===== src/rtl/fpnew_sdotp_rr_arbiter_if.sv =====
// +----------------------------------------------------------------------------
// | fpnew_sdotp_rr_arbiter_if: request, issue and response bundle of the arbiter
// | Revision: 1.0
// +----------------------------------------------------------------------------
`default_nettype none

interface fpnew_sdotp_rr_arbiter_if #(
    parameter int unsigned NumReq      = 2,
    parameter type         PayloadType = logic,
    parameter type         ResultType  = logic
);
    logic                    flush_i;
    logic [NumReq-1:0]       req_valid_i;
    logic [NumReq-1:0]       req_ready_o;
    PayloadType              req_payload_i [NumReq];
    logic                    unit_valid_o;
    logic                    unit_ready_i;
    PayloadType              unit_payload_o;
    logic                    unit_flush_o;
    logic                    unit_out_valid_i;
    logic                    unit_out_ready_o;
    ResultType               unit_result_i;
    logic [NumReq-1:0]       rsp_valid_o;
    logic [NumReq-1:0]       rsp_ready_i;
    ResultType               rsp_result_o;
    logic                    busy_o;

    // The arbiter serves requests, so it takes the slave view; requesters and
    // the shared unit together form the master side.
    modport slave (
        input  flush_i, req_valid_i, req_payload_i, unit_ready_i,
               unit_out_valid_i, unit_result_i, rsp_ready_i,
        output req_ready_o, unit_valid_o, unit_payload_o, unit_flush_o,
               unit_out_ready_o, rsp_valid_o, rsp_result_o, busy_o
    );

    modport master (
        output flush_i, req_valid_i, req_payload_i, unit_ready_i,
               unit_out_valid_i, unit_result_i, rsp_ready_i,
        input  req_ready_o, unit_valid_o, unit_payload_o, unit_flush_o,
               unit_out_ready_o, rsp_valid_o, rsp_result_o, busy_o
    );
endinterface

`default_nettype wire


===== src/rtl/fpnew_sdotp_rr_arbiter.sv =====
// +----------------------------------------------------------------------------
// | fpnew_sdotp_rr_arbiter: round-robin sharing of one in-order SDOTP/VSUM unit
// | Revision: 1.0
// +----------------------------------------------------------------------------
`default_nettype none

module fpnew_sdotp_rr_arbiter #(
    parameter int unsigned NumReq      = 2,
    parameter int unsigned MaxInFlight = 4,
    parameter type         PayloadType = logic,
    parameter type         ResultType  = logic
) (
    input  logic                            clk_i,
    input  logic                            rst_ni,
    fpnew_sdotp_rr_arbiter_if.slave         bus
);
    localparam int unsigned IdWidth  = $clog2(NumReq);
    localparam int unsigned CntWidth = $clog2(MaxInFlight + 1);
    localparam int unsigned PtrWidth = (MaxInFlight > 1) ? $clog2(MaxInFlight) : 1;

    typedef logic [IdWidth-1:0]  id_t;
    typedef logic [PtrWidth-1:0] ptr_t;

    id_t                 prio_q;
    logic                lock_q;
    id_t                 lock_id_q;
    logic [CntWidth-1:0] cnt_q;
    ptr_t                wr_ptr_q;
    ptr_t                rd_ptr_q;
    id_t                 id_fifo_q [MaxInFlight];

    id_t        rr_grant;
    logic       rr_found;
    id_t        rr_idx;
    id_t        grant;
    id_t        head;
    logic       can_issue;
    logic       issue_req;
    logic       unit_valid;
    logic       push;
    logic       pop;
    logic       in_flight;
    logic       out_ready;
    PayloadType unit_payload;
    ResultType  rsp_result;

    function automatic ptr_t ptr_next(input ptr_t p);
        return (32'(p) == MaxInFlight - 1) ? '0 : p + PtrWidth'(1);
    endfunction

    // First valid requester at or after the priority pointer, wrapping.
    always_comb begin
        rr_grant = prio_q;
        rr_found = 1'b0;
        rr_idx   = '0;
        for (int unsigned i = 0; i < NumReq; i++) begin
            rr_idx = id_t'((32'(prio_q) + i) % NumReq);
            if (!rr_found && bus.req_valid_i[rr_idx]) begin
                rr_grant = rr_idx;
                rr_found = 1'b1;
            end
        end
    end

    assign grant      = lock_q ? lock_id_q : rr_grant;
    assign issue_req  = lock_q ? bus.req_valid_i[lock_id_q] : (|bus.req_valid_i);
    assign can_issue  = (cnt_q < CntWidth'(MaxInFlight));
    assign unit_valid = can_issue && issue_req;
    assign push       = unit_valid && bus.unit_ready_i && !bus.flush_i;

    assign head       = id_fifo_q[rd_ptr_q];
    assign in_flight  = (cnt_q != '0);
    assign out_ready  = bus.rsp_ready_i[head] && in_flight;
    assign pop        = bus.unit_out_valid_i && out_ready && !bus.flush_i;

    assign unit_payload = bus.req_payload_i[grant];
    assign rsp_result   = bus.unit_result_i;

    always_comb begin
        bus.req_ready_o = '0;
        if (push) begin
            bus.req_ready_o[grant] = 1'b1;
        end
    end

    always_comb begin
        bus.rsp_valid_o = '0;
        if (bus.unit_out_valid_i && in_flight && !bus.flush_i) begin
            bus.rsp_valid_o[head] = 1'b1;
        end
    end

    assign bus.unit_valid_o     = unit_valid;
    assign bus.unit_payload_o   = unit_payload;
    assign bus.unit_flush_o     = bus.flush_i;
    assign bus.unit_out_ready_o = out_ready;
    assign bus.rsp_result_o     = rsp_result;
    assign bus.busy_o           = in_flight || (|bus.req_valid_i);

    always_ff @(posedge clk_i or negedge rst_ni) begin
        if (!rst_ni) begin
            prio_q    <= '0;
            lock_q    <= 1'b0;
            lock_id_q <= '0;
            cnt_q     <= '0;
            wr_ptr_q  <= '0;
            rd_ptr_q  <= '0;
        end else if (bus.flush_i) begin
            // Priority pointer survives a flush so fairness carries across it.
            lock_q   <= 1'b0;
            cnt_q    <= '0;
            wr_ptr_q <= '0;
            rd_ptr_q <= '0;
        end else begin
            if (push) begin
                wr_ptr_q <= ptr_next(wr_ptr_q);
                prio_q   <= id_t'((32'(grant) + 1) % NumReq);
            end
            if (pop) begin
                rd_ptr_q <= ptr_next(rd_ptr_q);
            end
            if (push && !pop) begin
                cnt_q <= cnt_q + CntWidth'(1);
            end else if (pop && !push) begin
                cnt_q <= cnt_q - CntWidth'(1);
            end
            if (unit_valid && !bus.unit_ready_i) begin
                lock_q    <= 1'b1;
                lock_id_q <= grant;
            end else if (push) begin
                lock_q <= 1'b0;
            end
        end
    end

    // ID storage needs no reset: occupancy alone decides which entries are live.
    always_ff @(posedge clk_i) begin
        if (push) begin
            id_fifo_q[wr_ptr_q] <= grant;
        end
    end

    a_no_orphan_result: assert property (
        @(posedge clk_i) disable iff (!rst_ni)
        !(bus.unit_out_valid_i && (cnt_q == '0))
    ) else $error("unit result arrived with no request in flight");

endmodule

`default_nettype wire


===== src/flat_wrapper.sv =====
// flat-port wrapper written by rule: the top's interface ports become plain ports
module fpnew_sdotp_rr_arbiter_flat 
#(
    parameter int unsigned NumReq      = 2,
    parameter int unsigned MaxInFlight = 4,
    parameter type         PayloadType = logic,
    parameter type         ResultType  = logic
)
  (clk_i, rst_ni, bus_flush_i, bus_req_valid_i, bus_req_payload_i, bus_unit_ready_i, bus_unit_out_valid_i, bus_unit_result_i, bus_rsp_ready_i, bus_req_ready_o, bus_unit_valid_o, bus_unit_payload_o, bus_unit_flush_o, bus_unit_out_ready_o, bus_rsp_valid_o, bus_rsp_result_o, bus_busy_o);
  fpnew_sdotp_rr_arbiter_if #(.NumReq(NumReq), .PayloadType(PayloadType), .ResultType(ResultType)) bus_i ();
  input  logic clk_i;
  input  logic rst_ni;
  input wire logic [$bits(bus_i.flush_i)-1:0] bus_flush_i;
  input wire logic [$bits(bus_i.req_valid_i)-1:0] bus_req_valid_i;
  input wire logic [$bits(bus_i.req_payload_i)-1:0] bus_req_payload_i;
  input wire logic [$bits(bus_i.unit_ready_i)-1:0] bus_unit_ready_i;
  input wire logic [$bits(bus_i.unit_out_valid_i)-1:0] bus_unit_out_valid_i;
  input wire logic [$bits(bus_i.unit_result_i)-1:0] bus_unit_result_i;
  input wire logic [$bits(bus_i.rsp_ready_i)-1:0] bus_rsp_ready_i;
  output wire logic [$bits(bus_i.req_ready_o)-1:0] bus_req_ready_o;
  output wire logic [$bits(bus_i.unit_valid_o)-1:0] bus_unit_valid_o;
  output wire logic [$bits(bus_i.unit_payload_o)-1:0] bus_unit_payload_o;
  output wire logic [$bits(bus_i.unit_flush_o)-1:0] bus_unit_flush_o;
  output wire logic [$bits(bus_i.unit_out_ready_o)-1:0] bus_unit_out_ready_o;
  output wire logic [$bits(bus_i.rsp_valid_o)-1:0] bus_rsp_valid_o;
  output wire logic [$bits(bus_i.rsp_result_o)-1:0] bus_rsp_result_o;
  output wire logic [$bits(bus_i.busy_o)-1:0] bus_busy_o;
  assign bus_i.flush_i = bus_flush_i;
  assign bus_i.req_valid_i = bus_req_valid_i;
  assign bus_i.req_payload_i = {>>{bus_req_payload_i}};
  assign bus_i.unit_ready_i = bus_unit_ready_i;
  assign bus_i.unit_out_valid_i = bus_unit_out_valid_i;
  assign bus_i.unit_result_i = bus_unit_result_i;
  assign bus_i.rsp_ready_i = bus_rsp_ready_i;
  assign bus_req_ready_o = bus_i.req_ready_o;
  assign bus_unit_valid_o = bus_i.unit_valid_o;
  assign bus_unit_payload_o = bus_i.unit_payload_o;
  assign bus_unit_flush_o = bus_i.unit_flush_o;
  assign bus_unit_out_ready_o = bus_i.unit_out_ready_o;
  assign bus_rsp_valid_o = bus_i.rsp_valid_o;
  assign bus_rsp_result_o = bus_i.rsp_result_o;
  assign bus_busy_o = bus_i.busy_o;
  fpnew_sdotp_rr_arbiter #(.NumReq(NumReq), .MaxInFlight(MaxInFlight), .PayloadType(PayloadType), .ResultType(ResultType)) u_core (.clk_i(clk_i), .rst_ni(rst_ni), .bus(bus_i));
endmodule

===== config.mk =====
export PLATFORM = sky130hd
export DESIGN_NAME = fpnew_sdotp_rr_arbiter_flat
export DESIGN_NICKNAME = d
export VERILOG_FILES = /design/src/rtl/fpnew_sdotp_rr_arbiter_if.sv /design/src/rtl/fpnew_sdotp_rr_arbiter.sv /design/src/flat_wrapper.sv
export SDC_FILE = /design/constraint.sdc
export NUM_CORES = 1
export LEC_CHECK = 0
export ABC_AREA = 1
export BUFFER_PORTS_ARGS = -buffer_cell sky130_fd_sc_hd__buf_2
export CAP_MARGIN = 20
export CELL_PAD_IN_SITES_DETAIL_PLACEMENT = 0
export CELL_PAD_IN_SITES_GLOBAL_PLACEMENT = 2
export CORE_MARGIN = 4
export CORE_UTILIZATION = 32
export DETAILED_ROUTE_END_ITERATION = 6
export PLACE_DENSITY = 0.83
export SLEW_MARGIN = 0
export SYNTH_ARGS = -nofsm -noshare
export SYNTH_HDL_FRONTEND = slang
export SYNTH_SLANG_ARGS = --single-unit

===== constraint.sdc =====
create_clock -name clk_i -period 5.7 [get_ports clk_i]
set_input_delay 0.285 -clock clk_i [delete_from_list [all_inputs] [get_ports clk_i]]
set_output_delay 0.285 -clock clk_i [all_outputs]
set_load 0.02 [all_outputs]

==> Word-level counts from Yosys, hierarchy flattened <==
Memories as Yosys holds them, arrays and structs flattened.
Cells that the tools add are included.
{ "totals": {"regBits": 10, "ram_bits": 4, "in_bits": 12, "elab_cells": 89, "n_memories": 1} }
{ "classes": {"n_addsub": 6, "order_cmp": 9, "n_eq_ne": 2, "muxes": 35, "n_bitwise": 2, "n_reduce_logical": 28} }
{ "memory_table": {"columns": ["memory", "words", "width", "rd", "rd_clocked_by_memory_dff", "write_ports", "line", "source"], "rows": [
  ["u_core.id_fifo_q", 4, 1, 1, 0, 1, "fpnew_sdotp_rr_arbiter.sv:30", "id_t id_fifo_q [MaxInFlight];"]
]} }
{ "op_table": {"columns": ["operator", "count"], "rows": [
  ["1-bit 2-to-1 mux", 22],
  ["2-bit 2-to-1 mux", 8],
  ["1-bit logical AND", 14],
  ["1-bit by 2-bit < comparator with 1-bit output, second input constant", 5],
  ["3-bit 2-to-1 mux", 3],
  ["3-bit nonzero test", 3],
  ["1-bit logical NOT", 5],
  ["2-bit by 1-bit adder with 2-bit output, second input constant", 2],
  ["2-bit == test, second input constant", 2],
  ["2-bit AND reduction", 2],
  ["2-bit nonzero test", 2],
  ["3-bit by 1-bit adder with 3-bit output, second input constant", 1],
  ["3-bit < comparator, second input constant", 1],
  ["3-bit by 1-bit subtractor with 3-bit output, second input constant", 1],
  ["1-bit adder, second input constant", 2],
  ["1-bit demux with 1-bit select", 2],
  ["1-bit >= comparator, second input constant", 2],
  ["2-bit >= comparator, second input constant", 1],
  ["1-bit inverter with 2-bit output", 1],
  ["2-bit OR reduction", 1],
  ["1-bit logical OR", 1],
  ["1-bit inverter", 1]
]} }

==> Logic depth before layout (Yosys ltp) <==
{ "logic_depth": {"word_depth": 12, "depth_mapped": 15, "depth_no_buf": 15} }

==> Least setup slack after synthesis <==
OpenSTA, ideal clock, no wires.
{ "synth_path": {"path_type": "flip-flop to flip-flop", "startpoint": "register u_core.rd_ptr_q[0]", "endpoint": "register u_core.cnt_q[2]", "setup_ns": 0.116, "t_arrival_ns": 1.792, "required_ns": 5.584, "setup_slack_ns": 3.792, "stages_incl_launch_ff": 16, "path_buffers": 0, "synth_period_minus_slack_ns": 1.908, "cell_sequence": "dfrtp_1 > inv_2 > nand2_2 > nand3_2 > nand2_2 > nand2_4 > nand4_4 > nand2_4 > inv_1 > fa_1 > xnor2_1 > inv_1 > nand2_1 > nand2_1 > nand2_1 > nand2_1"} }
{ "synth_between": {"elab_chain_len": 10, "word_cells_on_any_way": 12} }
{ "synth_rtl": {"columns": ["element", "line", "source"], "rows": [
  ["start: declaration", "fpnew_sdotp_rr_arbiter.sv:29", "ptr_t rd_ptr_q;"],
  ["start signal: assignment", "fpnew_sdotp_rr_arbiter.sv:120", "rd_ptr_q <= ptr_next(rd_ptr_q);"],
  ["memory read 4 x 1 bit *", null, null],
  ["1-bit 2-to-1 mux (not written as such) * (2 in a row)", "fpnew_sdotp_rr_arbiter.sv:73", "assign out_ready = bus.rsp_ready_i[head] && in_flight;"],
  ["1-bit logical AND *", "fpnew_sdotp_rr_arbiter.sv:73", null],
  ["1-bit logical AND * (2 in a row)", "fpnew_sdotp_rr_arbiter.sv:74", "assign pop = bus.unit_out_valid_i && out_ready && !bus.flush_i;"],
  ["1-bit logical NOT", "fpnew_sdotp_rr_arbiter.sv:122", "if (push && !pop) begin"],
  ["1-bit logical AND", "fpnew_sdotp_rr_arbiter.sv:122", null],
  ["3-bit 2-to-1 mux", "fpnew_sdotp_rr_arbiter.sv:122", null],
  ["3-bit 2-to-1 mux", "fpnew_sdotp_rr_arbiter.sv:108", "end else if (bus.flush_i) begin"],
  ["end signal: assignment", "fpnew_sdotp_rr_arbiter.sv:123", "cnt_q <= cnt_q + CntWidth'(1);"],
  ["end signal: assignment", "fpnew_sdotp_rr_arbiter.sv:125", "cnt_q <= cnt_q - CntWidth'(1);"],
  ["end: declaration", "fpnew_sdotp_rr_arbiter.sv:27", "logic [CntWidth-1:0] cnt_q;"]
]} }
Every way passes the cells marked *; elsewhere a longest branch is shown, timed or not. The select of a mux whose other input is x is not followed.
A chain may end at the register's enable or synchronous reset.

==> Final worst setup path <==
Ends and elaborated chain as after synthesis.

==> flow_summary.yaml <==
floorplan:
  start_util: 0.346
  rows: 19
  core_mm2: 0.00283
  dieArea_mm2: 0.00401
  die_h_um: 63.3
  design.portCount: 22
  die_x_um: 63.3
global_route:
  overflow: 0
  grt_pass1_wl_mm: 3.30
  first_global_vias: 800
  antenna_found_initial: 0
  grt_max_degree: 11
  grt_use_total: 0.103
critical_path:
  required_ps: 5870
  crit_type: "reg2reg"
  rrSetupSlack_ps: 3630
  critPathSlowestCell: "dfrtp_1"
  cp_max_fo: 6
  arrival_ps: 2240
  slowest_delay_ps: 400
  crit_family: "simple AND/OR/NAND/NOR gates"
  crit_chain: "inv_2, nand2_2, nand3_2, nand2_2, nand2_4, nand4_4, nand2_4, inv_1, fa_1, xnor2_1, inv_1, nand2_1, nand2_1, nand2_1, nand2_1"
  critPathCaptureType: "register"
  cp-start-kind: "register"
  crit_buf_inv: 3
  cp_common_cell: "nand2_1"
routing:
  vias: 804
  drc_errors: 0
  drt_iter0_drc: 16
  drtAntennaViolNets: 0
  dr.pass1.iters: 3
  via_per_inst: 4.59
  wl_per_cell_um: 10.7
  wl_mm: 1.88
synth:
  synthTopCellsByCount: "25 x nand2_1, 18 x inv_1, 12 x nor2_1"
  async_flop_share: 0.714
  synthMostInstantiatedCell: "nand2_1"
  seq_area_frac_synth: 0.378
  synth-edff-count: 4
  synth_top_area_frac: 0.255
  synth.area.top_cells: "dfrtp_1 26%, edfxtp_1 12%, nand2_1 9.6%, inv_1 6.9%, ha_1 5.1%"
  syn_avg_cell_area_um2: 8.03
  yosysTopAreaCell: "dfrtp_1"
  ys_seq_elements: 14
  synth_nets: 139
  ys_warn_count: 0
  synth_cell_type_count: 24
  synth_top_flop_cell: "dfrtp_1"
  syn_inst: 122
  netlist_area_um2: 980
sta:
  clock.fmax_ghz: 0.483
  slew_viol_final: 0
  fin_crit_ps: 2070
  period_share: 0.363
  slew_headroom: 0.774
  worstMarginPinSlew_ps: 340
  fin_worst_skew_ps: 0.665
  setup-violations-final: 0
  setup_tns_ps: 0
  grt_setup_unrepaired: "no"
  hold_viol: 0
clocking:
  path_clk_slew_ps: 80
  cts_buffer_depth: 2
  cts.sinks: 14
  numCtsBuffers: 3
  htreeDepth: 1
  clock-root-buffer: "clkbuf_4"
  clk_latency_ps: 270
  cts_tree: "built"
  cts_setup_buffers: 0
placed_design:
  gp_congestion: 0.848
  placedCellCount: 170
  hpwl_mm: 1.57
  portBuffers: 19
power_and_ir_drop:
  peakVddDrop_v: 0.000173
  fin_total_pwr_mw: 0.453
  leakagePower_nw: 0.585
  power_density_mw_per_mm2: 399
run_status:
  outcome: "completed"
layout:
  antenna_cells: 0
  nets: 162
  final_cell_count_no_fill: 175
  drive_above_1_share: 0.326
  area_growth_pct: 15.8
flow_run:
  max_cap_viol_count: 0
hold_path:
  min-delay-path-class: "in2reg"
sequential cells by signal, indices dropped and copies added, names as in the netlist:
signal            count
u_core.id_fifo_q      4
u_core.cnt_q          3
u_core.rd_ptr_q       2
u_core.wr_ptr_q       2
u_core.lock_id_q      1
u_core.lock_q         1
u_core.prio_q         1
cells in the final DEF (no fill, tap or decap):
cell,count
buf_2,19
o21bai_1,1
nand2_2,6
fa_1,1
nand3_1,7
o21ai_0,3
clkinv_1,1
ha_1,4
edfxtp_1,4
nor2_4,2
o21ai_1,3
xnor2_1,1
dlygate4sd3_1,1
nand2_1,25
a21oi_1,3
clkbuf_4,3
nand4_4,1
a21oi_2,1
o21a_1,1
dfrtp_1,10
nor3_1,2
inv_1,18
o21ai_2,2
nor2_1,12
nand3_2,4
nand2_4,3
inv_2,6
final timing paths:
check / start / end / cells after the start
setup / recovery: u_core.rd_ptr_q[0] / u_core.cnt_q[2] / 15
hold / removal: bus_unit_ready_i / u_core.lock_id_q / 4
setup reg to reg: u_core.rd_ptr_q[0] / u_core.cnt_q[2] / 15
hold reg to reg: u_core.prio_q / u_core.prio_q / 2
max in group asynchronous: rst_ni / u_core.rd_ptr_q[1] / 2
min in group asynchronous: rst_ni / u_core.prio_q / 2
through the flow:
step,hold WS [ps],setup WS (ps),cell area [um2],utilization
final,353,3630,1130,0.401
after global routing,371,3450,1130,0.401
after CTS,352,3620,1130,0.401
after detailed placement,171,3620,1100,0.388
after global placement,171,3670,1100,0.388
after floorplan,-10.6,3790,980,-
report_power, final:
group	total (mW)	switching (mW)	internal, mW
clock network	0.0571	0.0318	0.0253
logic	0.247	0.162	0.0844
registers	0.149	0.0164	0.133
worst reg2reg max path, cell delays in order (launching register included):
cell	delay [ps]
dfrtp_1	400
inv_2	110
nand2_2	70
nand3_2	80
nand2_2	80
nand2_4	80
nand4_4	120
nand2_4	130
inv_1	60
fa_1	370
xnor2_1	200
inv_1	60
nand2_1	60
nand2_1	40
nand2_1	50
nand2_1	50
per-layer routing:
metal	GRT usage	vias to the layer above	wire [um]
li1	-	421	-
met1	0.123	360	865
met2	0.176	19	890
met3	0.0195	4	94
met4	0.0485	0	30
met5	0	-	0
final cells by class:
cell class,count,area (um2)
fillers,298,1690
multi-input cells,82,504
clock buffers,3,22.5
well taps,31,38.8
repair buffers,20,105
inverters,24,90.1
clock inverters,1,3.75
flip-flops and latches,14,370
logic make-up (layout without fill, tap and decap cells):
logic type,after synthesis,after routing,share of synthesized area
buffers and inverters,26,48,0.107
DFF,14,14,0.378
adders and majority gates,5,5,0.0715
AOI/OAI and AO/OA,14,14,0.0881
xor gates and xnor gates,1,1,0.00894
and+or+nand+nor,62,62,0.346
timing repair:
item / 4_1_cts / 5_1_grt
hold buffers: 1 / 0
gates resized for setup: 0 / 0
endpoints found under the setup margin: 0 / 0
endpoints found under the hold margin: 10 / 0
(Power assumes the default switching activity.)
